<file path="src/rtl/stage_sequencer_pkg.sv">
// Shared definitions for the stage sequencer and its condition evaluator.
//
// Contents:
//   tx_cmd_e   - TX command codes driven on tx_command
//   CC_*       - condition-code bit positions and the cc[2:0] selector encodings
package stage_sequencer_pkg;

  typedef enum logic [1:0] {
    TX_NONE     = 2'd0,
    TX_READ_16  = 2'd1,
    TX_WRITE_16 = 2'd2,
    TX_WRITE_8  = 2'd3
  } tx_cmd_e;

  // cc[3] inverts the selected condition, cc[2:0] selects it
  localparam int CC_INV_BIT = 3;
  localparam int CC_SEL_MSB = 2;
  localparam int CC_SEL_LSB = 0;

  typedef enum logic [2:0] {
    CC_ALWAYS     = 3'b000,
    CC_Z          = 3'b001,
    CC_S          = 3'b010,
    CC_ALWAYS_ALT = 3'b011,
    CC_C          = 3'b100,
    CC_V          = 3'b101,
    CC_C_NZ       = 3'b110,
    CC_V_NZ       = 3'b111
  } cc_sel_e;

endpackage

</file>
<file path="src/rtl/stage_sequencer_cc_eval.sv">
// Purely combinational condition-code evaluation.
//
// Ports:
//   cc                               in  [3:0] condition code (bit 3 inverts)
//   flag_c, flag_v, flag_s, flag_z   in        ALU flags
//   cc_ok                            out       condition satisfied
module stage_sequencer_cc_eval
  import stage_sequencer_pkg::*;
(
  input  logic [3:0] cc,
  input  logic       flag_c,
  input  logic       flag_v,
  input  logic       flag_s,
  input  logic       flag_z,
  output logic       cc_ok
);

  logic raw;

  always_comb begin
    raw = 1'b1;
    case (cc[CC_SEL_MSB:CC_SEL_LSB])
      CC_ALWAYS:     raw = 1'b1;
      CC_Z:          raw = flag_z;
      CC_S:          raw = flag_s;
      CC_ALWAYS_ALT: raw = 1'b1;
      CC_C:          raw = flag_c;
      CC_V:          raw = flag_v;
      CC_C_NZ:       raw = flag_c && !flag_z;
      CC_V_NZ:       raw = flag_v && !flag_z;
      default:       raw = 1'b1;
    endcase
  end

  assign cc_ok = raw ^ cc[CC_INV_BIT];

endmodule

</file>
<file path="src/rtl/stage_sequencer.sv">
// Instruction sequencer for the 2-bit-serial CPU. Steps an instruction
// through 1..MAX_STAGES programmable stages, issues a TX command per stage,
// gates the ALU on TX/RX/prefetch readiness and tracks reads in flight.
//
// Build option: SEQ_PIPELINED_READ_EN allows up to MAX_OUTSTANDING reads in
// flight; without it a read waits until no read is outstanding.
//
// Ports:
//   clk, reset                    clock, synchronous active-high reset
//   inst_valid / inst_done        instruction handshake (done is a 1-cycle pulse)
//   num_stages                    stage count (0 -> 1, above MAX_STAGES clamped)
//   stage_read/write/wait_data/pc per-stage behaviour masks
//   wide, use_cc, cc, flag_*      write width, conditional execution inputs
//   stage                         current stage index
//   alu_en / op_done              ALU handshake
//   prefetch_idle/block_prefetch  prefetcher interlock
//   reserve_tx, tx_command_*      TX command interface
//   tx_data_next                  TX requests next payload symbol
//   rx_started/data_valid/done    RX reply progress
//   outstanding, protocol_error   reads in flight, sticky unexpected rx_done
module stage_sequencer
  import stage_sequencer_pkg::*;
#(
  parameter int MAX_STAGES      = 4,
  parameter int MAX_OUTSTANDING = 2,
  parameter int TX_CMD_BITS     = 2
) (
  input  logic                                 clk,
  input  logic                                 reset,
  input  logic                                 inst_valid,
  output logic                                 inst_done,
  input  logic [$clog2(MAX_STAGES):0]          num_stages,
  input  logic [MAX_STAGES-1:0]                stage_read,
  input  logic [MAX_STAGES-1:0]                stage_write,
  input  logic [MAX_STAGES-1:0]                stage_wait_data,
  input  logic [MAX_STAGES-1:0]                stage_pc,
  input  logic                                 wide,
  input  logic                                 use_cc,
  input  logic [3:0]                           cc,
  input  logic                                 flag_c,
  input  logic                                 flag_v,
  input  logic                                 flag_s,
  input  logic                                 flag_z,
  output logic [$clog2(MAX_STAGES)-1:0]        stage,
  output logic                                 alu_en,
  input  logic                                 op_done,
  input  logic                                 prefetch_idle,
  output logic                                 block_prefetch,
  output logic                                 reserve_tx,
  output logic                                 tx_command_valid,
  output logic [TX_CMD_BITS-1:0]               tx_command,
  input  logic                                 tx_command_started,
  input  logic                                 tx_data_next,
  input  logic                                 rx_started,
  input  logic                                 rx_data_valid,
  input  logic                                 rx_done,
  output logic [$clog2(MAX_OUTSTANDING+1)-1:0] outstanding,
  output logic                                 protocol_error
);

  localparam int SW  = $clog2(MAX_STAGES);
  localparam int NSW = SW + 1;
  localparam int OW  = $clog2(MAX_OUTSTANDING + 1);

  function automatic logic [NSW-1:0] clamp_stages(input logic [NSW-1:0] n);
    if (n == '0)
      return NSW'(1);
    else if (n > NSW'(MAX_STAGES))
      return NSW'(MAX_STAGES);
    else
      return n;
  endfunction

  // Issue and completion in the same cycle cancel; the count never wraps.
  function automatic logic [OW-1:0] sat_count(input logic [OW-1:0] cnt,
                                              input logic inc, input logic dec);
    if (inc && !dec && cnt != OW'(MAX_OUTSTANDING))
      return cnt + OW'(1);
    else if (dec && !inc && cnt != '0)
      return cnt - OW'(1);
    else
      return cnt;
  endfunction

  logic [SW-1:0]         stage_q;
  logic                  command_active;
  logic [OW-1:0]         out_q;
  logic                  perr_q;
  logic                  cc_ok, run, skip, execute;
  logic [NSW-1:0]        ns_eff;
  logic [SW-1:0]         last_stage;
  logic [MAX_STAGES-1:0] stage_mask;
  logic                  cur_read, cur_write, cur_wait, cur_pc;
  logic                  send, pc_hold, read_slots_full, cmd_wait, read_started;
  logic [1:0]            cmd_code;

  stage_sequencer_cc_eval u_cc_eval (
    .cc     (cc),
    .flag_c (flag_c),
    .flag_v (flag_v),
    .flag_s (flag_s),
    .flag_z (flag_z),
    .cc_ok  (cc_ok)
  );

  // Reset gates every combinational output so nothing leaks while held.
  assign run     = inst_valid && !reset;
  assign skip    = run && use_cc && !cc_ok;
  assign execute = run && !skip;

  assign ns_eff     = clamp_stages(num_stages);
  assign last_stage = SW'(ns_eff - NSW'(1));

  always_comb begin
    stage_mask = '0;
    for (int i = 0; i < MAX_STAGES; i++)
      stage_mask[i] = (NSW'(i) < ns_eff);
  end

  assign cur_read  = stage_read[stage_q];
  assign cur_write = stage_write[stage_q];
  assign cur_wait  = stage_wait_data[stage_q];
  assign cur_pc    = stage_pc[stage_q];
  assign send      = cur_read || cur_write;
  assign pc_hold   = cur_pc && !prefetch_idle;

`ifdef SEQ_PIPELINED_READ_EN
  assign read_slots_full = (out_q == OW'(MAX_OUTSTANDING));
`else
  assign read_slots_full = (out_q != '0);
`endif

  assign cmd_wait = pc_hold || (cur_wait && !rx_started) || (cur_read && read_slots_full);

  assign cmd_code         = cur_read ? TX_READ_16 : (wide ? TX_WRITE_16 : TX_WRITE_8);
  assign tx_command       = (execute && send) ? TX_CMD_BITS'(cmd_code) : '0;
  assign tx_command_valid = execute && send && !command_active && !cmd_wait;

  // The ALU may only move a payload once TX has started and asks for data.
  assign alu_en = execute && !pc_hold && !(cur_wait && !rx_data_valid)
                  && !(send && !(command_active && tx_data_next));

  assign block_prefetch = execute && cur_pc;
  assign reserve_tx     = execute && |(stage_write & stage_mask);
  assign inst_done      = skip || (execute && op_done && (stage_q == last_stage));
  assign read_started   = execute && cur_read && tx_command_started;

  assign stage          = stage_q;
  assign outstanding    = out_q;
  assign protocol_error = perr_q;

  always_ff @(posedge clk) begin
    if (reset) begin
      stage_q        <= '0;
      command_active <= 1'b0;
      out_q          <= '0;
      perr_q         <= 1'b0;
    end else begin
      if (execute && op_done)
        stage_q <= (stage_q == last_stage) ? '0 : stage_q + SW'(1);
      if (op_done)
        command_active <= 1'b0;
      else if (tx_command_started)
        command_active <= 1'b1;
      out_q <= sat_count(out_q, read_started, rx_done);
      if (rx_done && out_q == '0)
        perr_q <= 1'b1;
    end
  end

endmodule

</file>
<file path="config.mk">
export PLATFORM = sky130hd
export DESIGN_NAME = stage_sequencer
export DESIGN_NICKNAME = d
export VERILOG_FILES = /design/src/rtl/stage_sequencer_pkg.sv /design/src/rtl/stage_sequencer_cc_eval.sv /design/src/rtl/stage_sequencer.sv
export SDC_FILE = /design/constraint.sdc
export NUM_CORES = 1
export LEC_CHECK = 0
export ABC_CLOCK_PERIOD_IN_PS = 4900
export CORE_MARGIN = 4
export CORE_UTILIZATION = 35
export CTS_CLUSTER_DIAMETER = 150
export DETAILED_ROUTE_END_ITERATION = 12
export HOLD_SLACK_MARGIN = 0.05
export MAX_ROUTING_LAYER = met4
export PLACE_DENSITY = 0.85
export SLEW_MARGIN = 15
export SYNTH_ARGS = -nofsm -noshare
export SYNTH_HDL_FRONTEND = slang
export SYNTH_SLANG_ARGS = --single-unit
</file>
<file path="constraint.sdc">
create_clock -name clk -period 4.9 [get_ports clk]
set_clock_uncertainty 0.15 [all_clocks]
set_input_delay 0.49 -clock clk [delete_from_list [all_inputs] [get_ports clk]]
set_output_delay 0.49 -clock clk [all_outputs]
set_load 0.01 [all_outputs]
</file>
## Yosys cells after proc, flatten, opt, wreduce, memory -nomap -nowiden

Index checks and enable logic that the tools add are counted.

- Flip-flop bits (word level): 6
- Input port bits: 39
- Output and inout bits: 12

- Add/subtract/negate cells: 4
- Magnitude comparators: 6
- Eq/ne operators: 9
- Mux-type cells: 17
- Bitwise logic cells: 2
- Reductions and logical operators: 56

Operators with widths:

| cell | number |
|---|---|
| $logic_and A1 B1 Y1 | 29 |
| $logic_not A1 Y1 | 15 |
| $eq A3 B3 Y1 const B | 4 |
| $mux W2 | 5 |
| $bmux W1 S2 | 4 |
| $pmux W1 S7 | 1 |
| $eq A3 B2 Y1 const B | 2 |
| $logic_not A3 Y1 | 2 |
| $lt A1 B3 Y1 const A | 2 |
| $lt A2 B3 Y1 const A | 2 |
| $mux W3 | 2 |
| $mux W1 | 5 |
| $add A2 B1 Y2 const B | 2 |
| $and A4 B4 Y4 | 1 |
| $logic_or A1 B1 Y1 | 4 |
| $reduce_bool A2 Y1 | 2 |
| $reduce_or A2 Y1 | 2 |
| $reduce_or A4 Y1 | 1 |
| $sub A2 B1 Y2 const B | 2 |
| $eq A3 B1 Y1 const B | 1 |
| $gt A3 B3 Y1 const B | 1 |
| $lt A2 B3 Y1 const B | 1 |
| $eq A2 B2 Y1 | 1 |
| $logic_not A2 Y1 | 1 |
| other kinds (2) | 2 |

## Longest topological paths before layout

- Depth after elaboration: 15
- Gate-level depth with buffers: 7
- Depth with buffers taken out: 6

## Cells and area by module

A second synthesis with hierarchy kept.

- Cell total of the unflattened synthesis: 85
- Area total of the unflattened synthesis: 646.9 um^2

By module, submodules not included:

| module | times used | cells each | area an instance (um^2) |
|---|---|---|---|
| stage_sequencer | 1 | 78 | 594.3 |
| stage_sequencer_cc_eval | 1 | 7 | 52.6 |

## Least setup slack after synthesis

OpenSTA, ideal clock, no wires.

- Path kind: register to output
- Start: register stage_q[0] (netlist: stage[0])
- End: output port tx_command_valid
- Arrival: 2.133 ns
- Data required time: 4.260 ns
- Setup slack: 2.127 ns
- Stages on the path, launching flop included: 6
- Buffers on the path: 1
- Cell sequence: dfxtp_1 > clkbuf_1 > mux4_2 > inv_1 > o21ai_0 > a2111oi_0

- Cells in the longest elaborated chain, start to end: 7
- Elaborated cells on any way between the ends: 18
- Those cells by class: 8 x mux; 10 x reduce/logical

RTL lines:

| element | line | source |
|---|---|---|
| start, declared | stage_sequencer.sv:85 | `logic [SW-1:0] stage_q;` |
| start signal, assigned | stage_sequencer.sv:160 | `stage_q <= (stage_q == last_stage) ? '0 : stage_q + SW'(1);` |
| $bmux W1 S2, on equally long branches | stage_sequencer.sv:123, stage_sequencer.sv:122 |  |
| $mux W1, on equally long branches | stage_sequencer.sv:123, stage_sequencer.sv:122 |  |
| $logic_and A1 B1 Y1, on equally long branches | stage_sequencer.sv:125, stage_sequencer.sv:133 |  |
| $logic_or A1 B1 Y1 (2 in series) | stage_sequencer.sv:133 | `assign cmd_wait = pc_hold \|\| (cur_wait && !rx_started) \|\| (cur_read && read_slots_full);` |
| $logic_not A1 Y1 | stage_sequencer.sv:137 | `assign tx_command_valid = execute && send && !command_active && !cmd_wait;` |
| $logic_and A1 B1 Y1 (*) | stage_sequencer.sv:137 |  |
| end, declared | stage_sequencer.sv:50 | `output logic tx_command_valid,` |

Every way passes the cells marked *; elsewhere a longest branch is shown, timed or not. The select of a mux whose other input is x is not followed.

## Final worst setup path

- Start: input port cc[1]
- End: output port tx_command_valid

- Cells in the longest elaborated chain, start to end: 11
- Elaborated cells on any way between the ends: 18
- Those cells by class: 7 x eq/ne; 1 x mux; 1 x bitwise; 9 x reduce/logical

RTL lines:

| element | line | source |
|---|---|---|
| start, declared | stage_sequencer.sv:39 | `input logic [3:0] cc,` |
| $eq A3 B2 Y1 / $logic_not A3 Y1 (equally long branches) | stage_sequencer_cc_eval.sv:22 | `case (cc[CC_SEL_MSB:CC_SEL_LSB])` |
| $reduce_or A2 Y1 (no source line) | n/a |  |
| $pmux W1 S7 (*) | stage_sequencer_cc_eval.sv:22 |  |
| $xor A1 B1 Y1 (*) | stage_sequencer_cc_eval.sv:35 | `assign cc_ok = raw ^ cc[CC_INV_BIT];` |
| $logic_not A1 Y1 (*) | stage_sequencer.sv:108 | `assign skip = run && use_cc && !cc_ok;` |
| $logic_and A1 B1 Y1 (*) | stage_sequencer.sv:108 |  |
| $logic_not A1 Y1 (*) | stage_sequencer.sv:109 | `assign execute = run && !skip;` |
| $logic_and A1 B1 Y1 (*) | stage_sequencer.sv:109 |  |
| $logic_and A1 B1 Y1 (*) (3 in series) | stage_sequencer.sv:137 |  |

Every way passes the cells marked *; elsewhere a longest branch is shown, timed or not.

==> results_dict.tcl <==
set metrics [dict create \
    status "finished, final reports clean" \
    p_leak_nw 0.430 \
    placed_cell_area_sq_um 1160 \
    r2r_cells 4 \
    wl_um 2390 \
    firstDrtPassIters 4 \
    path_class "input pin to output port" \
    hold_viol 0 \
    synth_cell_type_count 35 \
    post_cts_buffers 0 \
    slew_headroom_pct 63.4 \
    cts_sinks 6 \
    die_h_um 50.8 \
    critPathLaunchType "input pin" \
    core_sq_um 1730 \
    power.density_nw_per_um2 145 \
    crit_path_max_fanout 6 \
    grt_max_degree 13 \
    synth-warning-count 0 \
    cp_common_cell "clkdlybuf4s50_1" \
    crit_required_ns 4.26 \
    worst-path-stages 8 \
    drtAntennaViolNets 0 \
    path_cells "clkdlybuf4s50_1, nor3b_2, a211oi_1, nor4b_1, nor3_2, o21ai_0, a2111oi_0, clkdlybuf4s50_1" \
    drv_slew 0 \
    cts_tree "built" \
    ys_seq_area_share_pct 18.7 \
    crit_slowest_cell "clkdlybuf4s50_1" \
    critPathTopFamily "buffers and inverters" \
    clockRootBuffer "clkbuf_4" \
    grt_setup_unrepaired "no" \
    drtIter0Drc 7 \
    clk_pin_slew_ns 0.04 \
    cts_buffers 3 \
    max_freq_mhz 264 \
    worst_hold_slack_ns 0.334 \
    r2r_end "outstanding[1]" \
    ys_ff_latch 6 \
    syn_inst 83 \
    regToRegStartpoint "stage[0]" \
    ir_drop_mv 0.198 \
    totalPowerFinal_uw 171 \
    fin_crit_sh_pct 77.3 \
    postLayoutCellArea_sq_um 1180 \
    arrival_ns 3.15 \
    cp-startpoint "cc[1]" \
    portBuffers 50 \
    min_path_type "flip-flop to flip-flop" \
    grt_pass1_vias 751 \
    die_w_um 50.8 \
    fp.dieArea_sq_um 2580 \
    finalCriticalPeriod_ns 3.79 \
    r2r_setup_slack_ns 2.84 \
    syn_avg_cell_area_sq_um 7.73 \
    synthToLayoutAreaGrowth_pct 83.8 \
    syn-num-nets 122 \
    grt_first_pass_wirelength_um 3590 \
    synth_area_sq_um 642 \
    start_util_pct 37.2 \
    fillCellCount 160 \
    grt_usage_pct 19.1 \
    n_antenna_cell 0 \
    clk_path_buf_depth 2 \
    crit_buf_inv 2 \
    vias 856 \
    htree_levels 1 \
    drive_gt1_share_pct 7.58 \
    critPathMaxStageDelay_ns 0.62 \
    grt.overflow.total 0 \
    dp.cells 154 \
    setup_tns_ns 0 \
    routabilityCongestion 0.743 \
    fin_ws_ns 1.11 \
    fp-row-count 15 \
    final-setup-viol-count 0 \
    routed_via_density 5.45 \
    worstSetupEndpoint "tx_command_valid" \
    post_cts_resize_count 0 \
    clock_latency_ns 0.24 \
    ios 51 \
    fin_util_pct 68.3 \
    drv_cap 0 \
    post-place-ws_ns 1.14 \
    drc_errors 0 \
    fin_nets 173 \
    antenna_found_initial 0 \
    cts_hold_buf 0 \
    worstMarginPinSlew_ns 0.541 \
    layoutNonFillerInstCount 157 \
    wl_per_cell_um 15.2 \
    cp-end-kind "output port" \
    dp_hpwl_um 1980 \
]
[layer usage]
metal  track usage, %  wire [um]  up-vias  part of all wire (%)
li1                 -          -      420                     -
met1             20.3        956      406                    40
met2             35.0       1300       28                    55
met3             6.41        121        2                   5.1
met4             2.69          8        0                  0.33
met5                -          0        -                     0
[cells by family after synthesis]
family,share of synthesized area [%]
compound gates,26.5
simple gates,34.3
buf+inv,4.87
flops,18.7
mux,15.6
[where the power goes]
group / switching [mW] / internal (mW) / leakage, nW
registers: 0.00289 / 0.0507 / 0.0490
clock network: 0.0171 / 0.0277 / 0.0138
logic: 0.0259 / 0.0463 / 0.368
[cell type report]
type	instances	area, sq um	area share, %
inverter	4	15.0	1.27
multi-input combinational	69	490	41.6
sequential	6	120	10.2
timing repair buffer	50	500	42.4
clock buffer	3	22.5	1.91
tap	25	31.3	2.65
[synth_stat cells]
cell type / count / area share [%]
a211oi_1: 3 / 3.5
dfxtp_1: 6 / 19
a21o_1: 1 / 1.2
nor4b_1: 2 / 2.7
a31oi_1: 1 / 0.98
or3b_2: 1 / 1.4
or3_1: 1 / 0.98
nor4_1: 1 / 0.98
nand2b_1: 1 / 0.98
and2_1: 1 / 0.98
nor3b_2: 1 / 1.9
nor4bb_1: 1 / 1.6
nor3b_1: 4 / 4.7
nor2b_1: 2 / 1.9
clkbuf_1: 3 / 1.8
a2111oi_0: 1 / 1.4
a21oi_1: 6 / 4.7
buf_2: 1 / 0.78
o21ai_0: 6 / 4.7
nand3_1: 4 / 3.1
a22o_1: 1 / 1.4
nand2_1: 2 / 1.2
mux4_2: 4 / 14
nor3_2: 1 / 1.6
nor2_1: 12 / 7.0
nand4_1: 1 / 0.98
mux2i_1: 1 / 1.6
a22oi_1: 1 / 1.2
nor3_1: 3 / 2.3
o22ai_1: 2 / 1.9
inv_1: 4 / 2.3
a311oi_1: 1 / 1.4
a211o_1: 1 / 1.4
o211a_1: 1 / 1.6
o31a_1: 1 / 1.4
[sequential cells by signal, summed over array words and instances (netlist names)]
| signal | flops |
|---|---|
| outstanding | 2 |
| protocol_error | 1 |
| command_active | 1 |
| stage | 2 |
[how the worst min path moves through the flow]
stage,startpoint,to,slack [ns],cells after the start
after CTS,protocol_error,protocol_error,0.33,2
after floorplan,command_active,command_active,0.33,2
after global placement,protocol_error,protocol_error,0.31,2
after detailed placement,protocol_error,protocol_error,0.32,2
after global routing,protocol_error,protocol_error,0.37,2
final,protocol_error,protocol_error,0.33,2
[tightest hold or removal path: cells and delay by family, from the launching register on]
family | cells | cell delay [ns]
and+or+nand+nor | 1 | 0.07
DFF | 1 | 0.33
AOI/OAI and AO/OA | 1 | 0.05
[layout by cell type, fill, tap and decap left out, drive strengths merged, types with 2 or more instances in the layout]
cell type,synthesis,layout
a211oi,3,3
a21oi,6,6
clkbuf,3,3
clkdlybuf4s50,0,50
dfxtp,6,6
inv,4,4
mux4,4,4
nand2,2,2
nand3,4,4
nor2,12,12
nor2b,2,2
nor3,4,4
nor3b,5,5
nor4b,2,2
o21ai,6,6
o22ai,2,2
No activity file was read; power rests on OpenSTA's default activity.
==> edit 1: new RTL, config.mk and constraints unchanged <==
Set the parameter `MAX_STAGES` to 2 (it was 4).
--- a/src/rtl/stage_sequencer.sv
+++ b/src/rtl/stage_sequencer.sv
@@ -23,3 +23,3 @@
 #(
-  parameter int MAX_STAGES      = 4,
+  parameter int MAX_STAGES      = 2,
   parameter int MAX_OUTSTANDING = 2,
Interface: changed (6 resized); port bits go from 51 to 41. No check against the original RTL was run, so the function may have changed too.
==> edit 1 against the original RTL <==
Sequential share of layout area up 1.5 points; die area down 28%; synthesized area down 33%; final area down 27%; power down 15%; worst setup slack better by 0.27 ns; combinational power down 26%; sequential cell count down 1; largest cell class unchanged; cell count down 25%; wire length down 41%.
==> edit 1: results (changes against the original RTL) <==
Outcome
  – Status: finished, final reports clean

Place
  – IO Port Bufs: 39 (-22%)
  – Post-DP HPWL: 1.180 mm (-40%)
  – DP Area: 829.5 sq um (-28%)
  – Pre-CTS setup slack: 1.360 ns (+0.2201 ns)
  – Gpl congestion: 0.7533 (+1.4%)
  – Placed Cells incl. Taps: 113 (-27%)

Synth
  – Synth cell count leaders: nor2_1 (12), a21oi_1 (10), nand2_1 (7)
  – Leading post-synthesis cells by cell area: dfxtp_1 (23%), a21oi_1 (12%), nor2_1 (10%)
  – Unique masters post-synth: 22 (-37%)
  – Syn Nets: 93 (-24%)
  – Sequential share of the synthesized area: 23.32% (+4.6 points)
  – Synth Area per Inst: 6.922 sq um (-10%)

Layout
  – Multi-input gate count: 53 (-23%)
  – Layout cells sized above 1: 5.825% (-1.8 points)
  – Fraction of area in multi-input gates: 36.70% (-4.9 points)
  – Clk cell area share: 3.070% (+1.2 points)
  – Fill cells: 96 (-40%)
  – Area of the multi-input gates: 314.1 sq um (-36%)
  – Signal inverters: 2 (-2)
  – Register area: 100.1 sq um (-17%)
  – Post-layout net count: 135 (-22%)
  – Fin cells: 117 (-25%)
  – NonClk Buf Share: 45.61% (+3.2 points)
  – Count of non-CTS buffers in the layout: 39 (-22%)

Setup path
  – Crit path DAT: 2.88 ns (-0.27 ns)
  – R2R Setup Slk: 3.10 ns (+0.26 ns)
  – CP startpoint: cc[0]
  – Slowest stage cell, crit path: clkdlybuf4s50_1
  – End point of the critical path: alu_en
  – Worst R2R Path Depth: 5 (+1)
  – Reg-to-reg critical path startpoint: stage

GRT
  – First-pass GRT wire length: 2.297 mm (-36%)
  – Largest net degree at the start of global routing: 8 (-5)
  – Vias in the first global route: 560 (-25%)
  – Initial antenna violation count: 0 (unchanged)
  – Total track usage: 16.93% (-2.1 points)

Detailed routing
  – Total length of routed met3 wires: 178 microns (+47%)
  – First DRT Iteration DRCs: 5 (-2)
  – Total routed wirelength: 1.405 mm (-41%)
  – Routed vias: 598 (-30%)
  – Top routing layer in use: met3
  – Routed wl met2: 602 microns (-54%)
  – Drc violations: 0 (unchanged)
  – Post-route met1 wirelength: 624 microns (-35%)

Clocking
  – Clk root buf: clkbuf_4
  – Clock sink count: 5 (-1)
  – # resized after CTS: 0 (unchanged)

Power and ir drop
  – IR drop worst, VDD: 0.1987 mV (+0.43%)
  – Leak Pwr: 0.3021 nW (-30%)
  – Psw: 37.30 uW (-19%)

Timing
  – Tightest Pin Transition: 0.5280 ns (-0.01285 ns)
  – Hold WS: 0.3166 ns (-0.01694 ns)

Floorplan
  – Die area: 0.001850 sq mm (-28%)

Min path
  – End of the worst hold path: protocol_error
==> edit 1: power by group through the flow <==
stage / Clock [mW] / Sequential [mW] / Combinational (mW)
global route: 0.0552 / 0.0443 / 0.0582
CTS: 0.0496 / 0.0442 / 0.0539
floorplan: 0 / 0.0445 / 0.0195
detailed placement: 0 / 0.0450 / 0.0536
global placement: 0 / 0.0448 / 0.0528
finish: 0.0473 / 0.0442 / 0.0536
==> edit 1: cells by family after synthesis <==
logic type,share of synthesized area (%)
simple gates,35.57
compound gates,21.87
mux,12.83
flops,23.32
buf+inv,3.500
fa+ha+maj,2.915
==> edit 1: metal layers <==
| metal | up-vias | GRT usage (%) |
|---|---|---|
| li1 | 308 | - |
| met1 | 255 | 19.35 |
| met2 | 35 | 26.05 |
| met3 | 0 | 9.322 |
| met4 | 0 | 3.614 |
| met5 | - | - |
==> edit 2: new RTL, config.mk and constraints unchanged <==
Made on the original files. Make the reset (`reset`) asynchronous in one clocked block. Comments in the files are not updated.
--- a/src/rtl/stage_sequencer.sv
+++ b/src/rtl/stage_sequencer.sv
@@ -151,3 +151,3 @@
 
-  always_ff @(posedge clk) begin
+  always_ff @(posedge clk or posedge reset) begin
     if (reset) begin
Behaviour: differs if reset is asserted again (counterexample within 4 cycles, from zero or initial values and one cycle with reset high); with reset held inactive, the same outputs for 10 cycles.
==> edit 2 against the original RTL <==
Die area increased by 5.2%; worst setup slack improved by 0.23 ns; count of clock-buffer cells in the layout unchanged; final area increased by 3.7%; sequential cell count unchanged; wire length decreased by 4.6%; global-route usage decreased by 1.8 points; non-clock buffer count increased by 1; synthesized area increased by 6.2%; critical path type unchanged; highest routed layer unchanged.
Power is not compared: it rests on default switching activity, and its combinational part moved more than twofold at a synthesized area within 25%.
==> edit 2: results (changes against the original RTL) <==
Min path
  – End of the worst hold path: protocol_error
  – Hold Path Depth: 1 (-1)
  – Hold WC Path Type: flip-flop to flip-flop
  – Hold path startpoint: protocol_error

Detailed routing
  – Vias/cell: 5.412 (-0.74%)
  – Routed vias: 828 (-3.3%)
  – First DRT Iteration DRCs: 25 (+18)
  – Total routed wirelength: 2.280 mm (-4.6%)
  – Pre-Repair DR Iteration Count: 4 (unchanged)

Clocking
  – CTS clk-pin slew, worst paths: approximately 0.05 ns
  – Htree depth: 1 (unchanged)
  – Cts bufs inserted: 3 (unchanged)
  – Clk_lat worst skew: 0.24 ns (about the same)

GRT
  – Initial antenna violation count: 0 (unchanged)
  – Total track usage: 17.27% (-1.8 points)
  – Largest net degree at the start of global routing: 12 (-1)
  – First-pass GRT wire length: 3.401 mm (-5.2%)
  – Vias in the first global route: 763 (+1.6%)

Setup path
  – Worst-path fanout max: 11 (+5)
  – R2R Setup Slk: 2.95 ns (+0.11 ns)
  – Crit path DAT: 2.92 ns (-0.23 ns)
  – RR Endpoint: outstanding[1]
  – Reg-to-reg critical path startpoint: stage[0]

Synth
  – Sequential share of the synthesized area: 22.02% (+3.3 points)
  – Synth cell count leaders: nor2_1 (7), dfrtp_1 (6), a21oi_1 (5), inv_1 (5)
  – Synth Area per Inst: 8.856 sq um (+15%)
  – Syn Nets: 116 (-4.9%)
  – Share of flip-flops with an asynchronous set or reset: 100.0% (+100 points)
  – Unique masters post-synth: 36 (+2.9%)
  – Leading post-synthesis cells by cell area: dfrtp_1 (22%), mux4_2 (13%), a2111oi_4 (4.0%)

Layout
  – Post-layout net count: 169 (-2.3%)
  – Layout cells sized above 1: 12.50% (+4.9 points)
  – Fill cells: 137 (-14%)

Place
  – Placed Cells incl. Taps: 150 (-2.6%)
  – Gpl congestion: 0.7991 (+7.6%)
  – Pre-CTS setup slack: 1.359 ns (+0.2187 ns)
  – Post-DP HPWL: 1.889 mm (-4.5%)

Outcome
  – Status: finished, final reports clean

Timing
  – Hold WS: 0.2994 ns (-0.03416 ns)
  – Tightest Pin Transition: 0.4171 ns (-0.1237 ns)

Power and ir drop
  – Leak Pwr: 0.4714 nW
## edit 2: cell types whose count changed after synthesis, moves of 3 or more
cell / delta
dfrtp_1: +6
nor2_1: -5
o21ai_0: -4
dfxtp_1: -6
nor3b_1: -3
o21a_1: +3
## edit 2: metal layers
layer	vias up	GRT usage [%]	wire (microns)
met5	-	-	0
met4	0	8.085	44
met3	4	3.725	166
met2	41	30.54	1180
met1	391	18.23	888
li1	392	-	-
## edit 2: worst max-delay path by stage
stage | endpoint | slack, ns | cells after the start
floorplan | tx_command_valid | 2.47 | 7
global placement | tx_command_valid | 1.45 | 9
detailed placement | tx_command_valid | 1.36 | 9
CTS | tx_command_valid | 1.36 | 9
global route | tx_command_valid | 1.18 | 9
finish | tx_command_valid | 1.34 | 9
## edit 2: cell type report
type / instances / area, sq um / area share (%)
Clock buffer: 3 / 22.52 / 1.840
Timing Repair Buffer: 51 / 508.0 / 41.51
Inverter: 5 / 18.77 / 1.534
Multi-Input combinational cell: 63 / 493.0 / 40.29
Tap cell: 25 / 31.28 / 2.556
Sequential cell: 6 / 150.1 / 12.27
## edit 2: cells by family (layout without fill, tap and decap cells)
group,Yosys count,after routing,share of synthesized area (%)
and+or+nand+nor,35,35,30.83
AOI/OAI and AO/OA,22,22,25.32
buffers and inverters,8,59,5.687
muxes,6,6,16.15
DFF,6,6,22.02
## edit 2: power breakdown
group | internal, mW | switching (mW)
sequential | 0.0587 | 0.0289
combinational | 0.120 | 0.0762
clock | 0.0277 | 0.0177
total | 0.206 | 0.123
## edit 2: through the flow
stage	utilization [%]	cell area, sq um
final	68.63	1224
after global routing	68.63	1224
after CTS	68.63	1224
after detailed placement	67.37	1201
after global placement	67.37	1201
after floorplan	-	681.9
## edit 2: critical path, cell delays in order
cell	delay, ns
clkdlybuf4s50_1	0.44
nor3b_1	0.15
a211oi_1	0.35
nor3_1	0.13
nor3b_2	0.18
buf_4	0.21
nand2_4	0.07
a2111oi_4	0.30
clkdlybuf4s50_1	0.60
